`config.mk`:
```
export PLATFORM = sky130hd
export DESIGN_NAME = seq_div_top_flat
export DESIGN_NICKNAME = d
export VERILOG_FILES = /design/src/rtl/seq_div_top_if.sv /design/src/rtl/seq_div_top.sv /design/src/flat_wrapper.sv
export SDC_FILE = /design/constraint.sdc
export NUM_CORES = 1
export LEC_CHECK = 0
export CORE_MARGIN = 1
export CORE_UTILIZATION = 35
export CTS_BUF_LIST = sky130_fd_sc_hd__clkbuf_4 sky130_fd_sc_hd__clkbuf_8
export DETAILED_ROUTE_END_ITERATION = 8
export PLACE_DENSITY = 0.68
export SETUP_SLACK_MARGIN = 0.05
export SYNTH_ARGS = -nofsm -noshare
export SYNTH_HDL_FRONTEND = slang
export SYNTH_SLANG_ARGS = --single-unit
```
`constraint.sdc`:
```
create_clock -name clk -period 7.35 [get_ports clk]
set_input_delay 1.47 -clock clk [delete_from_list [all_inputs] [get_ports clk]]
set_output_delay 1.47 -clock clk [all_outputs]
set_load 0.05 [all_outputs]
```
`src/rtl/seq_div_top_if.sv`:
```
// Handshake bundle for the sequential divider: operand channel in, result channel out.
interface seq_div_top_if #(
  parameter int WIDTH = 16
);
  logic                 in_valid;
  logic                 in_ready;
  logic [2*WIDTH-1:0]   a;
  logic [WIDTH-1:0]     b;
  logic                 out_valid;
  logic                 out_ready;
  logic [WIDTH-1:0]     q;
  logic [WIDTH-1:0]     r;
  logic                 ovf;
  logic                 dbz;

  modport master (
    output in_valid, a, b, out_ready,
    input  in_ready, out_valid, q, r, ovf, dbz
  );

  modport slave (
    input  in_valid, a, b, out_ready,
    output in_ready, out_valid, q, r, ovf, dbz
  );
endinterface

```
`src/rtl/seq_div_top.sv`:
```
// Sequential unsigned restoring divider, 2*WIDTH / WIDTH -> WIDTH quotient and remainder.
// Optional round-half-up of the quotient when SEQ_DIV_ROUND_EN is defined.
module seq_div_top #(
  parameter int WIDTH = 16
) (
  input  logic          clk,
  input  logic          rst,
  seq_div_top_if.slave  bus
);

  localparam int CW = $clog2(WIDTH + 1);
  localparam logic [CW-1:0] CNT_LAST = CW'(WIDTH);
  localparam logic [CW-1:0] CNT_ONE  = CW'(1);

`ifdef SEQ_DIV_ROUND_EN
  typedef enum logic [1:0] {S_IDLE = 2'd0, S_RUN = 2'd1, S_ROUND = 2'd2, S_DONE = 2'd3} state_t;
`else
  typedef enum logic [1:0] {S_IDLE = 2'd0, S_RUN = 2'd1, S_DONE = 2'd3} state_t;
`endif

  state_t           state_q, state_d;
  logic [CW-1:0]    cnt_q, cnt_d;
  logic [WIDTH-1:0] rem_q, rem_d;
  logic [WIDTH-1:0] quo_q, quo_d;
  logic [WIDTH-1:0] b_q, b_d;
  logic             ovfp_q, ovfp_d;
  logic             dbzp_q, dbzp_d;
  logic [WIDTH-1:0] q_q, q_d;
  logic [WIDTH-1:0] r_q, r_d;
  logic             ovf_q, ovf_d;
  logic             dbz_q, dbz_d;

`ifdef SEQ_DIV_ROUND_EN
  // Returns {ovf, q}: round half up, saturating at all-ones.
  function automatic logic [WIDTH:0] round_q(input logic [WIDTH-1:0] quo,
                                              input logic [WIDTH-1:0] rem,
                                              input logic [WIDTH-1:0] div);
    logic [WIDTH:0] r2;
    r2 = {rem, 1'b0};
    if (r2 < {1'b0, div})  return {1'b0, quo};
    if (&quo)              return {1'b1, quo};
    return {1'b0, quo + WIDTH'(1)};
  endfunction
`endif

  // One restoring step: shift in the next dividend bit and try subtracting the divisor.
  logic [WIDTH:0] shift_w;
  logic [WIDTH:0] diff_w;
  logic           ge_w;
  assign shift_w = {rem_q, quo_q[WIDTH-1]};
  assign diff_w  = shift_w - {1'b0, b_q};
  assign ge_w    = (shift_w >= {1'b0, b_q});

  always_ff @(posedge clk or posedge rst) begin
    if (rst) begin
      state_q <= S_IDLE;
      cnt_q   <= '0;
      rem_q   <= '0;
      quo_q   <= '0;
      b_q     <= '0;
      ovfp_q  <= 1'b0;
      dbzp_q  <= 1'b0;
      q_q     <= '0;
      r_q     <= '0;
      ovf_q   <= 1'b0;
      dbz_q   <= 1'b0;
    end else begin
      state_q <= state_d;
      cnt_q   <= cnt_d;
      rem_q   <= rem_d;
      quo_q   <= quo_d;
      b_q     <= b_d;
      ovfp_q  <= ovfp_d;
      dbzp_q  <= dbzp_d;
      q_q     <= q_d;
      r_q     <= r_d;
      ovf_q   <= ovf_d;
      dbz_q   <= dbz_d;
    end
  end

  always_comb begin
    state_d = state_q;
    cnt_d   = cnt_q;
    rem_d   = rem_q;
    quo_d   = quo_q;
    b_d     = b_q;
    ovfp_d  = ovfp_q;
    dbzp_d  = dbzp_q;
    q_d     = q_q;
    r_d     = r_q;
    ovf_d   = ovf_q;
    dbz_d   = dbz_q;
    case (state_q)
      S_IDLE: begin
        if (bus.in_valid) begin
          b_d     = bus.b;
          cnt_d   = '0;
          ovfp_d  = 1'b0;
          dbzp_d  = 1'b0;
          state_d = S_RUN;
          // Exceptions stage their result in rem/quo and finish on the first RUN cycle.
          if (bus.b == '0) begin
            dbzp_d = 1'b1;
            quo_d  = '1;
            rem_d  = bus.a[WIDTH-1:0];
          end else if (bus.a[2*WIDTH-1:WIDTH] >= bus.b) begin
            ovfp_d = 1'b1;
            quo_d  = '1;
            rem_d  = '0;
          end else begin
            rem_d = bus.a[2*WIDTH-1:WIDTH];
            quo_d = bus.a[WIDTH-1:0];
          end
        end
      end
      S_RUN: begin
        if (ovfp_q || dbzp_q || (cnt_q == CNT_LAST)) begin
          q_d   = quo_q;
          r_d   = rem_q;
          ovf_d = ovfp_q;
          dbz_d = dbzp_q;
`ifdef SEQ_DIV_ROUND_EN
          state_d = (ovfp_q || dbzp_q) ? S_DONE : S_ROUND;
`else
          state_d = S_DONE;
`endif
        end else begin
          rem_d = ge_w ? diff_w[WIDTH-1:0] : shift_w[WIDTH-1:0];
          quo_d = {quo_q[WIDTH-2:0], ge_w};
          cnt_d = cnt_q + CNT_ONE;
        end
      end
`ifdef SEQ_DIV_ROUND_EN
      S_ROUND: begin
        {ovf_d, q_d} = round_q(quo_q, rem_q, b_q);
        state_d      = S_DONE;
      end
`endif
      S_DONE: begin
        if (bus.out_ready) state_d = S_IDLE;
      end
      default: state_d = S_IDLE;
    endcase
  end

  assign bus.in_ready  = (state_q == S_IDLE);
  assign bus.out_valid = (state_q == S_DONE);
  assign bus.q         = q_q;
  assign bus.r         = r_q;
  assign bus.ovf       = ovf_q;
  assign bus.dbz       = dbz_q;

endmodule

```
`src/flat_wrapper.sv`:
```
// flat-port wrapper written by rule: the top's interface ports become plain ports
module seq_div_top_flat 
#(
  parameter int WIDTH = 16
)
  (clk, rst, bus_in_valid, bus_a, bus_b, bus_out_ready, bus_in_ready, bus_out_valid, bus_q, bus_r, bus_ovf, bus_dbz);
  seq_div_top_if #(.WIDTH(WIDTH)) bus_i ();
  input  logic clk;
  input  logic rst;
  input wire logic [$bits(bus_i.in_valid)-1:0] bus_in_valid;
  input wire logic [$bits(bus_i.a)-1:0] bus_a;
  input wire logic [$bits(bus_i.b)-1:0] bus_b;
  input wire logic [$bits(bus_i.out_ready)-1:0] bus_out_ready;
  output wire logic [$bits(bus_i.in_ready)-1:0] bus_in_ready;
  output wire logic [$bits(bus_i.out_valid)-1:0] bus_out_valid;
  output wire logic [$bits(bus_i.q)-1:0] bus_q;
  output wire logic [$bits(bus_i.r)-1:0] bus_r;
  output wire logic [$bits(bus_i.ovf)-1:0] bus_ovf;
  output wire logic [$bits(bus_i.dbz)-1:0] bus_dbz;
  assign bus_i.in_valid = bus_in_valid;
  assign bus_i.a = bus_a;
  assign bus_i.b = bus_b;
  assign bus_i.out_ready = bus_out_ready;
  assign bus_in_ready = bus_i.in_ready;
  assign bus_out_valid = bus_i.out_valid;
  assign bus_q = bus_i.q;
  assign bus_r = bus_i.r;
  assign bus_ovf = bus_i.ovf;
  assign bus_dbz = bus_i.dbz;
  seq_div_top #(.WIDTH(WIDTH)) u_core (.clk(clk), .rst(rst), .bus(bus_i));
endmodule
```
After elaboration in Yosys (flattened, before gate mapping). Cells that the tools add are included.

Flip-flop bits (word level): 91. Output and inout bits: 36. Bits in writable memories: 0. ROM bits: 0. Bits of input ports: 52. Word-level logic and storage cells: 52. Latch bits: 0. Memories kept: 0.

Div/mod/pow operators: 0. Shifts and indexed selects: 0. Eq/ne operators: 7. Add/subtract/negate cells: 2. Multipliers: 0. Bitwise operators: 0. Reduce and logical (&&, ||, !) cells: 9. Muxes and demuxes: 21. $lt $le $gt $ge: 2.

Operators with widths (number): $mux 16 (9); $pmux 16 s2 (2); $ge 17x16->1 (1); $ge 16x16->1 (1); $logic_not 16->1 (1); $sub 16x16->16 (1); $mux 5 (2); $pmux 5 s2 (1); $mux 2 (3); $ne 2x2->1 const B (3); $pmux 2 s3 (1); $reduce_and 3->1 (2); $add 5x1->5 const B (1); $eq 5x5->1 const B (1); $reduce_and 2->1 (2); $mux 1 (3); $eq 2x1->1 const B (1); $eq 2x2->1 const B (1); $logic_not 2->1 (1); $logic_or 1x1->1 (2); $ne 2x1->1 const B (1); $reduce_bool 2->1 (1).

Logic depth before layout (Yosys ltp). Gate-level depths: netlist (run 1).

Word-level depth: 5. Gate-level depth with buffers: 11. Gate-level depth less buffers: 10.

Worst setup path after synthesis (run 1). Ideal clock, no wire load.

Path kind: input to register. Start point: in bus_b[7]. End point: reg u_core.rem_q[9]. Setup time: 0.065 ns. Arrival: 3.286 ns. Path slack: 4.000 ns. Buffers on the path: 1. Stages: 10. Required time: 7.285 ns. Cells stage by stage: inv_1 ha_1 and2_1 a221oi_1 o21ai_1 a2111oi_2 buf_6 a221oi_1 o32ai_1 a31o_2.

Word-level cells in the longest chain between the ends: 5. Elaborated cells on any way between the ends: 6. Classes of those cells: 1 x order compare; 4 x mux; 1 x reduce/logical.

Ends and longest elaborated chain: from (decl) (line flat_wrapper.sv:12) `input wire logic [$bits(bus_i.b)-1:0] bus_b;`; $ge 16x16->1 (line seq_div_top.sv:107) `end else if (bus.a[2*WIDTH-1:WIDTH] >= bus.b) begin`; $mux 16 (line seq_div_top.sv:107); $mux 16 (*) (line seq_div_top.sv:103) `if (bus.b == '0) begin`; $mux 16 (*) (line seq_div_top.sv:96) `if (bus.in_valid) begin`; $pmux 16 s2 (*) (line seq_div_top.sv:94) `case (state_q)`; to (signal assigned) (line seq_div_top.sv:70) `rem_q <= rem_d;`; to (decl) (line seq_div_top.sv:23) `logic [WIDTH-1:0] rem_q, rem_d;`.

Mark *: on every way between the ends. The rest lies on a longest branch, timed or not. The select of a mux whose other input is x is not followed. A chain may end at the register's enable or synchronous reset.

Worst setup path after layout (run 1).
Start point: in bus_b[15]. End point: reg u_core.rem_q[9].

The elaborated chain is that of the path after synthesis.

==> summary.txt, run 1 <==
Worst setup path
  – Reg2Reg Setup Slack: 4.48 ns
  – Critical R2R Launch: u_core.state_q[1]
  – CP Launch Type: primary input
  – Worst Path Arrival: 4.63 ns
  – Worst setup path startpoint: bus_b[15]
  – Element type at the critical path end: register
  – FF-to-FF End: u_core.rem_q[15]
  – R2R depth: 7
  – Critical path capture point: u_core.rem_q[9]
  – Req. time, crit path: 7.67 ns
  – Kind of critical path: primary input to register
  – Crit-path max FO: 12

STA
  – Min Hold Slack: 0.490 ns
  – Max Slew Vio Count: 0
  – Fin crit share: 58.6%
  – Number of failing hold endpoints at the final stage: 0
  – F_max: 232 MHz
  – Worst-margin pin slew: 1.26 ns
  – RSZ-0062 raised after global routing: false
  – Slew headroom: 15.9%
  – Min Tclk post-route: 4.31 ns
  – Setup violators final: 0
  – Worst Clk Skew: 0.00941 ns
  – Setup TNS: 0 ns
  – Worst Slack Setup Final: 3.04 ns

Power
  – Peak VDD IR: 0.237 mV
  – Pwr dens: 553 nW/um^2
  – Leakage power: 2.78 nW

Synth
  – Cell area after synthesis: 5400 um^2
  – Sequential share of the synthesized area: 42.2%
  – Mapped Cells: 555
  – Syn. warnings: 0
  – Main area contributors after synthesis: dfrtp_1 42%, ha_1 7.9%, mux2_2 6.5%, nor2_1 4.2%, nand2_1 3.5%
  – Post-synth EDFFs: 0
  – Async SR Flop Fraction: 100%
  – Most frequent cell after synthesis: dfrtp_1
  – Netlist cell types: 71
  – Syn Nets: 642
  – Cell taking the most area after synthesis: dfrtp_1
  – Synth top area share: 42.2%
  – Synthesized area per cell: 9.72 um^2
  – Top_reg_cell synth: dfrtp_1
  – Most common library cells after synthesis: 91 x dfrtp_1, 60 x nor2_1, 51 x nand2_1
  – Synth Register Bits: 91

Finish
  – Syn-to-layout area delta: 22.0%
  – ANT cells: 0
  – Fillers: 1438
  – Fin cells: 826
  – Final instance area: 6590 um^2
  – Layout Nets: 720
  – Ratio of cells with drive above 1 in the final layout: 11.8%

Clock network
  – CTS root buf: clkbuf_8
  – Hold_buf cts: 0
  – CTS tree: done
  – H-tree depth: 3
  – Clk_lat worst skew: 0.38 ns
  – Num CTS Buffers: 9
  – Cts repair resizes: 0
  – Setup bufs post-CTS: 0
  – Maximum buffer depth of the clock tree: 2
  – Clk sinks: 91
  – CTS clk-pin slew, worst paths: 0.09 ns

Place
  – Post-place setup slack: 2.69 ns
  – DP Wirelength: 11.6 mm
  – Port-buffer cells: 87
  – Placed Instances: 810
  – Placed Area: 6380 um^2
  – GPL Wtd Cong: 0.876

GRT
  – First-pass GRT wire length: 24.3 mm
  – Initial antenna violation count: 0
  – Gr usage total: 19.7%
  – Vias in the first global route: 4527
  – Largest net degree at the start of global routing: 52
  – Gr ovfl total: 0

Run
  – Max Cap Viol: 0

Drt
  – Initial DRC count: 293
  – DR vias: 4610
  – WL/cell: 18.3 um
  – # DRC: 0
  – Drt pass-1 iters: 5
  – DR top layer: met4
  – DRT met1 WL: 6.47 mm
  – Met2 routed WL: 7.39 mm
  – Vias per cell: 5.58
  – Final wirelength: 15.1 mm
  – Met3 WL post-DR: 956 um
  – Post-route ant nets: 0

Status
  – Status: completed

Worst hold path
  – Hold WC Path Type: register to register

Floorplan
  – Core Footprint: 15100 um^2
  – Die Ht: 126 um
  – Initial core utilization: 35.6%
  – Top-Level Pins: 88
  – Die span in x: 126 um
  – Die area: 15900 um^2
  – FP Rows: 45
cell type report:
cell class,count,area (um^2),area share [%]
repair buffers,91,901,13.7
flip-flops and latches,91,2280,34.6
clock buffers,11,145,2.20
inverters,38,144,2.18
well taps,188,235,3.57
clock inverters,5,60.1,0.912
multi-input cells,402,2820,42.9
worst min-delay path by stage:
stage                               from             end  slack, ns  depth (start not counted)
after floorplan           u_core.b_q[10]  u_core.b_q[10]       0.45                          2
after global placement     u_core.b_q[0]   u_core.b_q[0]       0.47                          2
after detailed placement  u_core.b_q[13]  u_core.b_q[13]       0.47                          2
after CTS                 u_core.b_q[13]  u_core.b_q[13]       0.50                          2
after global routing      u_core.b_q[10]  u_core.b_q[10]       0.53                          2
final                      u_core.b_q[2]   u_core.b_q[2]       0.49                          2
state kept, by name, indices dropped and copies added, names as in the netlist, 2 cells and up:
name / flops
u_core.b_q: 16
u_core.bus.q: 16
u_core.bus.r: 16
u_core.cnt_q: 5
u_core.quo_q: 16
u_core.rem_q: 16
u_core.state_q: 2
logic make-up after synthesis:
kind of cell / share of synthesized area (%)
AND/OR/NAND/NOR: 16.2
AO/OA/AOI/OAI: 19.1
flip-flops: 42.2
buffers and inverters: 5.47
adder cells (fa/ha/maj): 8.25
multiplexers: 7.03
XOR/XNOR: 1.79
cells in the final DEF, fill, tap and decap left out, drive strengths merged, types with 3 or more instances in the layout:
master	n
dfrtp	91
clkdlybuf4s50	87
nor2	61
nand2	53
inv	39
o21ai	38
ha	34
mux2	31
a21oi	24
o22ai	14
a221oi	13
a31oi	12
clkbuf	11
nor3	10
nand3	9
or3	8
nand4	7
xor2	7
a21o	7
o21a	5
a221o	5
nor4	4
and2	4
nand2b	4
xnor2	4
buf	4
nor2b	4
and3	4
a211o	3
o31ai	3
mux2i	3
o211ai	3
or2	3
critical path, cell delays in order:
cell and delay, ns:
clkdlybuf4s50_1 0.49, inv_1 0.07, ha_1 0.33, a21oi_1 0.16, o21a_1 0.13, o21ai_0 0.27
a2111oi_2 1.14, a221oi_1 0.23, o32ai_1 0.18, a31o_2 0.15
through the flow:
step	power (W)	utilization [%]
after floorplan	0.00268	-
after global placement	0.00321	42.1
after detailed placement	0.00326	42.1
after CTS	0.00363	43.5
after global routing	0.00391	43.5
final	0.00364	43.5
power by group:
group | switching (W) | internal [W] | total (W) | leakage [nW]
Sequential | 0.000194 | 0.000746 | 0.000940 | 1.06
Clock | 0.000193 | 0.000172 | 0.000366 | 0.104
Combinational | 0.00141 | 0.000923 | 0.00234 | 1.62
routing by layer:
| layer | up-vias | track usage (%) |
|---|---|---|
| met5 | - | 0 |
| met4 | 0 | 6.80 |
| met3 | 25 | 3.48 |
| met2 | 159 | 33.2 |
| met1 | 2261 | 25.5 |
| li1 | 2165 | - |
No activity file was read; power rests on OpenSTA's default activity.
==> run 2: changes to the inputs <==
- clock period: 7.35 -> 4.2 ns (I/O delays scaled with it)
==> run 2 against run 1 <==
  * Final area increased by 0.36%
  * Final cell count increased by 0.24%
  * Sequential power increased by 76%
  * Hold slack got worse by 0.0051 ns
  * Largest cell class unchanged
==> summary.txt, run 2 (synthesis results as in run 1) <==
Floorplan
  – Initial core utilization: 35.6%
  – FP Rows: 45
  – Die area: 15900 um^2
  – Die Ht: 126 um
  – Core Footprint: 15100 um^2
  – Top-Level Pins: 88
  – Die span in x: 126 um

Place
  – Post-place setup slack: 0.553 ns
  – DP Wirelength: 11.5 mm
  – GPL Wtd Cong: 0.918
  – Port-buffer cells: 87

Power
  – Tot Pwr: 0.00638 W
  – Peak VDD IR: 0.504 mV
  – Pwr dens: 965 nW/um^2
  – Leakage power: 2.80 nW

Worst setup path
  – Req. time, crit path: 4.46 ns
  – CP Launch Type: primary input
  – Element type at the critical path end: register
  – Crit-path max FO: 12
  – Worst Path Arrival: 3.50 ns
  – Kind of critical path: primary input to register

Finish
  – Commonest non-fill, non-tap cell in the layout: dfrtp_1
  – ANT cells: 0
  – Syn-to-layout area delta: 22.5%
  – Layout Nets: 723
  – Fillers: 1447
  – Ratio of cells with drive above 1 in the final layout: 12.0%
  – Commonest non-fill, non-tap cells in the layout: 91 x dfrtp_1, 87 x clkdlybuf4s50_1, 60 x nor2_1

Drt
  – Drt pass-1 iters: 4
  – Final wirelength: 14.9 mm
  – Vias per cell: 5.52
  – Post-route ant nets: 0
  – # DRC: 0
  – DR vias: 4572
  – WL/cell: 18.0 um
  – Initial DRC count: 202

STA
  – Fin crit share: 77.2%
  – Worst Slack Setup Final: 0.959 ns
  – Worst-margin pin slew: 0.918 ns
  – RSZ-0062 raised after global routing: false
  – Min Tclk post-route: 3.24 ns
  – Number of failing hold endpoints at the final stage: 0
  – Max Slew Vio Count: 0
  – Slew headroom: 38.7%
  – F_max: 309 MHz
  – Setup violators final: 0
  – Worst Clk Skew: 0.0176 ns
  – Setup TNS: 0 ns
  – Min Hold Slack: 0.485 ns

Clock network
  – CTS tree: done
  – Setup bufs post-CTS: 0
  – Clk sinks: 91
  – Clk_lat worst skew: 0.38 ns
  – CTS clk-pin slew, worst paths: 0.08 ns
  – CTS root buf: clkbuf_8
  – Maximum buffer depth of the clock tree: 2
  – Num CTS Buffers: 9
  – Hold_buf cts: 0
  – H-tree depth: 3
  – Cts repair resizes: 0

Worst hold path
  – Hold WC Path Type: register to register

Run
  – Max Cap Viol: 0

GRT
  – Largest net degree at the start of global routing: 52
  – First-pass GRT wire length: 24.5 mm
  – Initial antenna violation count: 0
  – Gr ovfl total: 0
  – Vias in the first global route: 4690
  – Gr usage total: 19.7%

Status
  – Status: completed
## run 2: worst paths after layout
kind	start	to	slack [ns]	depth (start not counted)
max	bus_b[2]	u_core.quo_q[4]	0.96	10
min	u_core.b_q[6]	u_core.b_q[6]	0.48	2
max reg2reg	u_core.b_q[1]	u_core.rem_q[11]	1.36	9
min reg2reg	u_core.b_q[6]	u_core.b_q[6]	0.48	2
max in group asynchronous	rst	u_core.bus.r[7]	2.51	3
min in group asynchronous	rst	u_core.rem_q[2]	0.96	2
## run 2: metrics by stage
step	area, um^2	utilization (%)	std cells
3_3_place_gp	6420	42.4	813
5_1_grt	6610	43.6	828
3_5_place_dp	6420	42.4	813
4_1_cts	6610	43.6	828
2_1_floorplan	5400	-	555
6_report	6610	43.6	828
## run 2: area by class of cell
type                            count  area (um^2)  share of cell area, %
Clock inverter                      4         48.8                  0.738
Multi-Input combinational cell    402         2820                   42.7
Inverter                           38          144                   2.18
Timing Repair Buffer               94          936                   14.2
Tap cell                          188          235                   3.56
Clock buffer                       11          145                   2.20
Sequential cell                    91         2280                   34.5
## run 2: routing by layer
metal / vias up / track usage, % / wire [um]
li1: 2170 / - / -
met1: 2224 / 25.8 / 6820
met2: 148 / 32.4 / 7050
met3: 30 / 2.63 / 637
met4: 0 / 8.93 / 424
met5: - / 0 / 0
## run 2: critical path: stages
cell and delay, ns:
clkdlybuf4s50_1 0.51, inv_1 0.07, ha_1 0.30, a211o_1 0.25, a31oi_1 0.17, o21ai_1 0.19, a211oi_2 0.48, nand2_1 0.39
nor2_1 0.22, nor2_1 0.07
## run 2: report_power, final
| part | total [W] | leakage [nW] | switching (W) | internal, W |
|---|---|---|---|---|
| Sequential | 0.00165 | 1.06 | 0.000348 | 0.00131 |
| Combinational | 0.00411 | 1.64 | 0.00248 | 0.00163 |
| Clock | 0.000614 | 0.103 | 0.000319 | 0.000295 |
| Total | 0.00638 | 2.80 | 0.00314 | 0.00324 |
==> run 3: changes to the inputs <==
- clock period: 4.2 -> 3.02 ns (I/O delays scaled with it)
==> run 3 against run 2 <==
  * Hold slack improved by 0.0032 ns
  * Largest cell class unchanged
  * Highest routed layer unchanged
  * Sequential power up 38%
  * First-iteration DRC count is 18% higher
  * Utilization is 1.8 points higher
  * Non-clock buffer count rose by 36
==> summary.txt, run 3 (synthesis results as in run 1) <==
Power
  – Tot Pwr: 0.00891 W
  – Pwr dens: 1290 nW/um^2
  – Peak VDD IR: 0.569 mV
  – Leakage power: 2.98 nW

STA
  – RSZ-0062 raised after global routing: false
  – F_max: 356 MHz
  – Setup violators final: 0
  – Slew headroom: 40.2%
  – Number of failing hold endpoints at the final stage: 0
  – Fin crit share: 93.1%
  – Worst Clk Skew: 0.0169 ns
  – Min Tclk post-route: 2.81 ns
  – Worst-margin pin slew: 0.893 ns
  – Worst Slack Setup Final: 0.207 ns
  – Setup TNS: 0 ns
  – Max Slew Vio Count: 0

Clock network
  – Num CTS Buffers: 9
  – Maximum buffer depth of the clock tree: 2
  – Hold_buf cts: 0
  – CTS clk-pin slew, worst paths: 0.10 ns
  – CTS tree: done
  – CTS root buf: clkbuf_8
  – H-tree depth: 3
  – Clk sinks: 91
  – Cts repair resizes: 0
  – Clk_lat worst skew: 0.39 ns
  – Setup bufs post-CTS: 0

Status
  – Status: completed

Worst setup path
  – Worst Path Arrival: 3.07 ns
  – R2R depth: 9
  – Kind of critical path: primary input to register
  – Element type at the critical path end: register
  – CP Launch Type: primary input
  – Crit-path max FO: 5
  – Req. time, crit path: 3.27 ns

Place
  – GPL Wtd Cong: 0.860
  – DP Wirelength: 11.9 mm
  – Port-buffer cells: 87
  – Post-place setup slack: -0.204 ns
  – Placed Area: 6700 um^2

Finish
  – Ratio of cells with drive above 1 in the final layout: 16.8%
  – Fillers: 1421
  – Commonest non-fill, non-tap cell in the layout: dfrtp_1
  – ANT cells: 0
  – Area of the multi-input gates: 2820 um^2
  – FF+latch area: 2280 um^2
  – Syn-to-layout area delta: 27.6%
  – Commonest non-fill, non-tap cells in the layout: 91 x dfrtp_1, 87 x clkdlybuf4s50_1, 60 x nor2_1
  – Layout Nets: 759
  – Final instance area: 6890 um^2

Worst hold path
  – Hold WC Path Type: register to register
  – Worst hold stages: 2

Drt
  – # DRC: 0
  – WL/cell: 17.5 um
  – DR vias: 4693
  – Drt pass-1 iters: 5
  – Initial DRC count: 238
  – Post-route ant nets: 0
  – Final wirelength: 15.1 mm
  – Vias per cell: 5.43

GRT
  – Largest net degree at the start of global routing: 42
  – Met1 Resource Use GR: 25.1%
  – Vias in the first global route: 4815
  – Busiest grt layer: met2
  – First-pass GRT wire length: 24.5 mm
  – Met3 Use GR: 4.04%
  – Initial antenna violation count: 0
  – Routing usage on met2: 33.0%
  – Gr usage total: 19.7%
  – Gr ovfl total: 0

Floorplan
  – Die area: 15900 um^2
  – Die span in x: 126 um
  – Core Footprint: 15100 um^2
  – Top-Level Pins: 88
  – Die Ht: 126 um
  – FP Rows: 45
  – Initial core utilization: 35.6%

Run
  – Max Cap Viol: 0
==> run 3: cell count changes in the layout (fill, tap and decap cells not counted) <==
cell / delta
buf_4: +35
clkinv_2: -2
inv_6: +2
inv_8: +2
buf_12: +1
bufinv_16: -1
clkbuf_4: -1
clkbuf_8: -1
clkinv_4: +1
clkinvlp_4: +1
==> run 3: per-stage QoR <==
| step | hold slack [ns] | util (%) | std cells |
|---|---|---|---|
| 2_1_floorplan | 0.450 | - | 555 |
| 3_3_place_gp | 0.467 | 44.2 | 849 |
| 5_1_grt | 0.509 | 45.5 | 865 |
| 3_5_place_dp | 0.470 | 44.2 | 849 |
| 4_1_cts | 0.492 | 45.5 | 865 |
| 6_report | 0.488 | 45.5 | 865 |
==> run 3: path summary, 6_finish.rpt <==
| path | start | end | slack (ns) |
|---|---|---|---|
| setup / recovery | bus_b[9] | u_core.rem_q[2] | 0.21 |
| hold / removal | u_core.b_q[15] | u_core.b_q[15] | 0.49 |
| setup reg to reg | u_core.b_q[1] | u_core.rem_q[11] | 0.27 |
| hold reg to reg | u_core.b_q[15] | u_core.b_q[15] | 0.49 |
| max in group asynchronous | rst | u_core.b_q[2] | 1.76 |
| min in group asynchronous | rst | u_core.bus.q[15] | 0.61 |
==> run 3: final cells by class <==
class | instances | share of cell area (%)
multi-input cells | 402 | 41.0
flip-flops and latches | 91 | 33.1
repair buffers | 130 | 17.7
well taps | 188 | 3.42
inverters | 38 | 2.09
clock buffers | 9 | 1.80
clock inverters | 7 | 0.945
==> run 3: where the power goes <==
group / leakage (nW) / internal (W) / switching [W]
clock network: 0.0947 / 0.000321 / 0.000495
logic: 1.82 / 0.00235 / 0.00347
registers: 1.06 / 0.00182 / 0.000458
total: 2.98 / 0.00449 / 0.00442
==> run 3: critical path: stages <==
cell	delay (ns)
clkdlybuf4s50_1	0.49
inv_1	0.08
ha_1	0.30
a21oi_1	0.06
o21a_1	0.17
o21ai_0	0.39
buf_4	0.20
a211oi_2	0.04
buf_4	0.15
buf_4	0.14
a221oi_1	0.33
a221oi_2	0.09
==> run 3: routing by layer <==
metal,share of wire [%],vias up
li1,-,2253
met4,2.1,0
met2,49,159
met1,43,2258
met3,6.6,23
met5,0,-
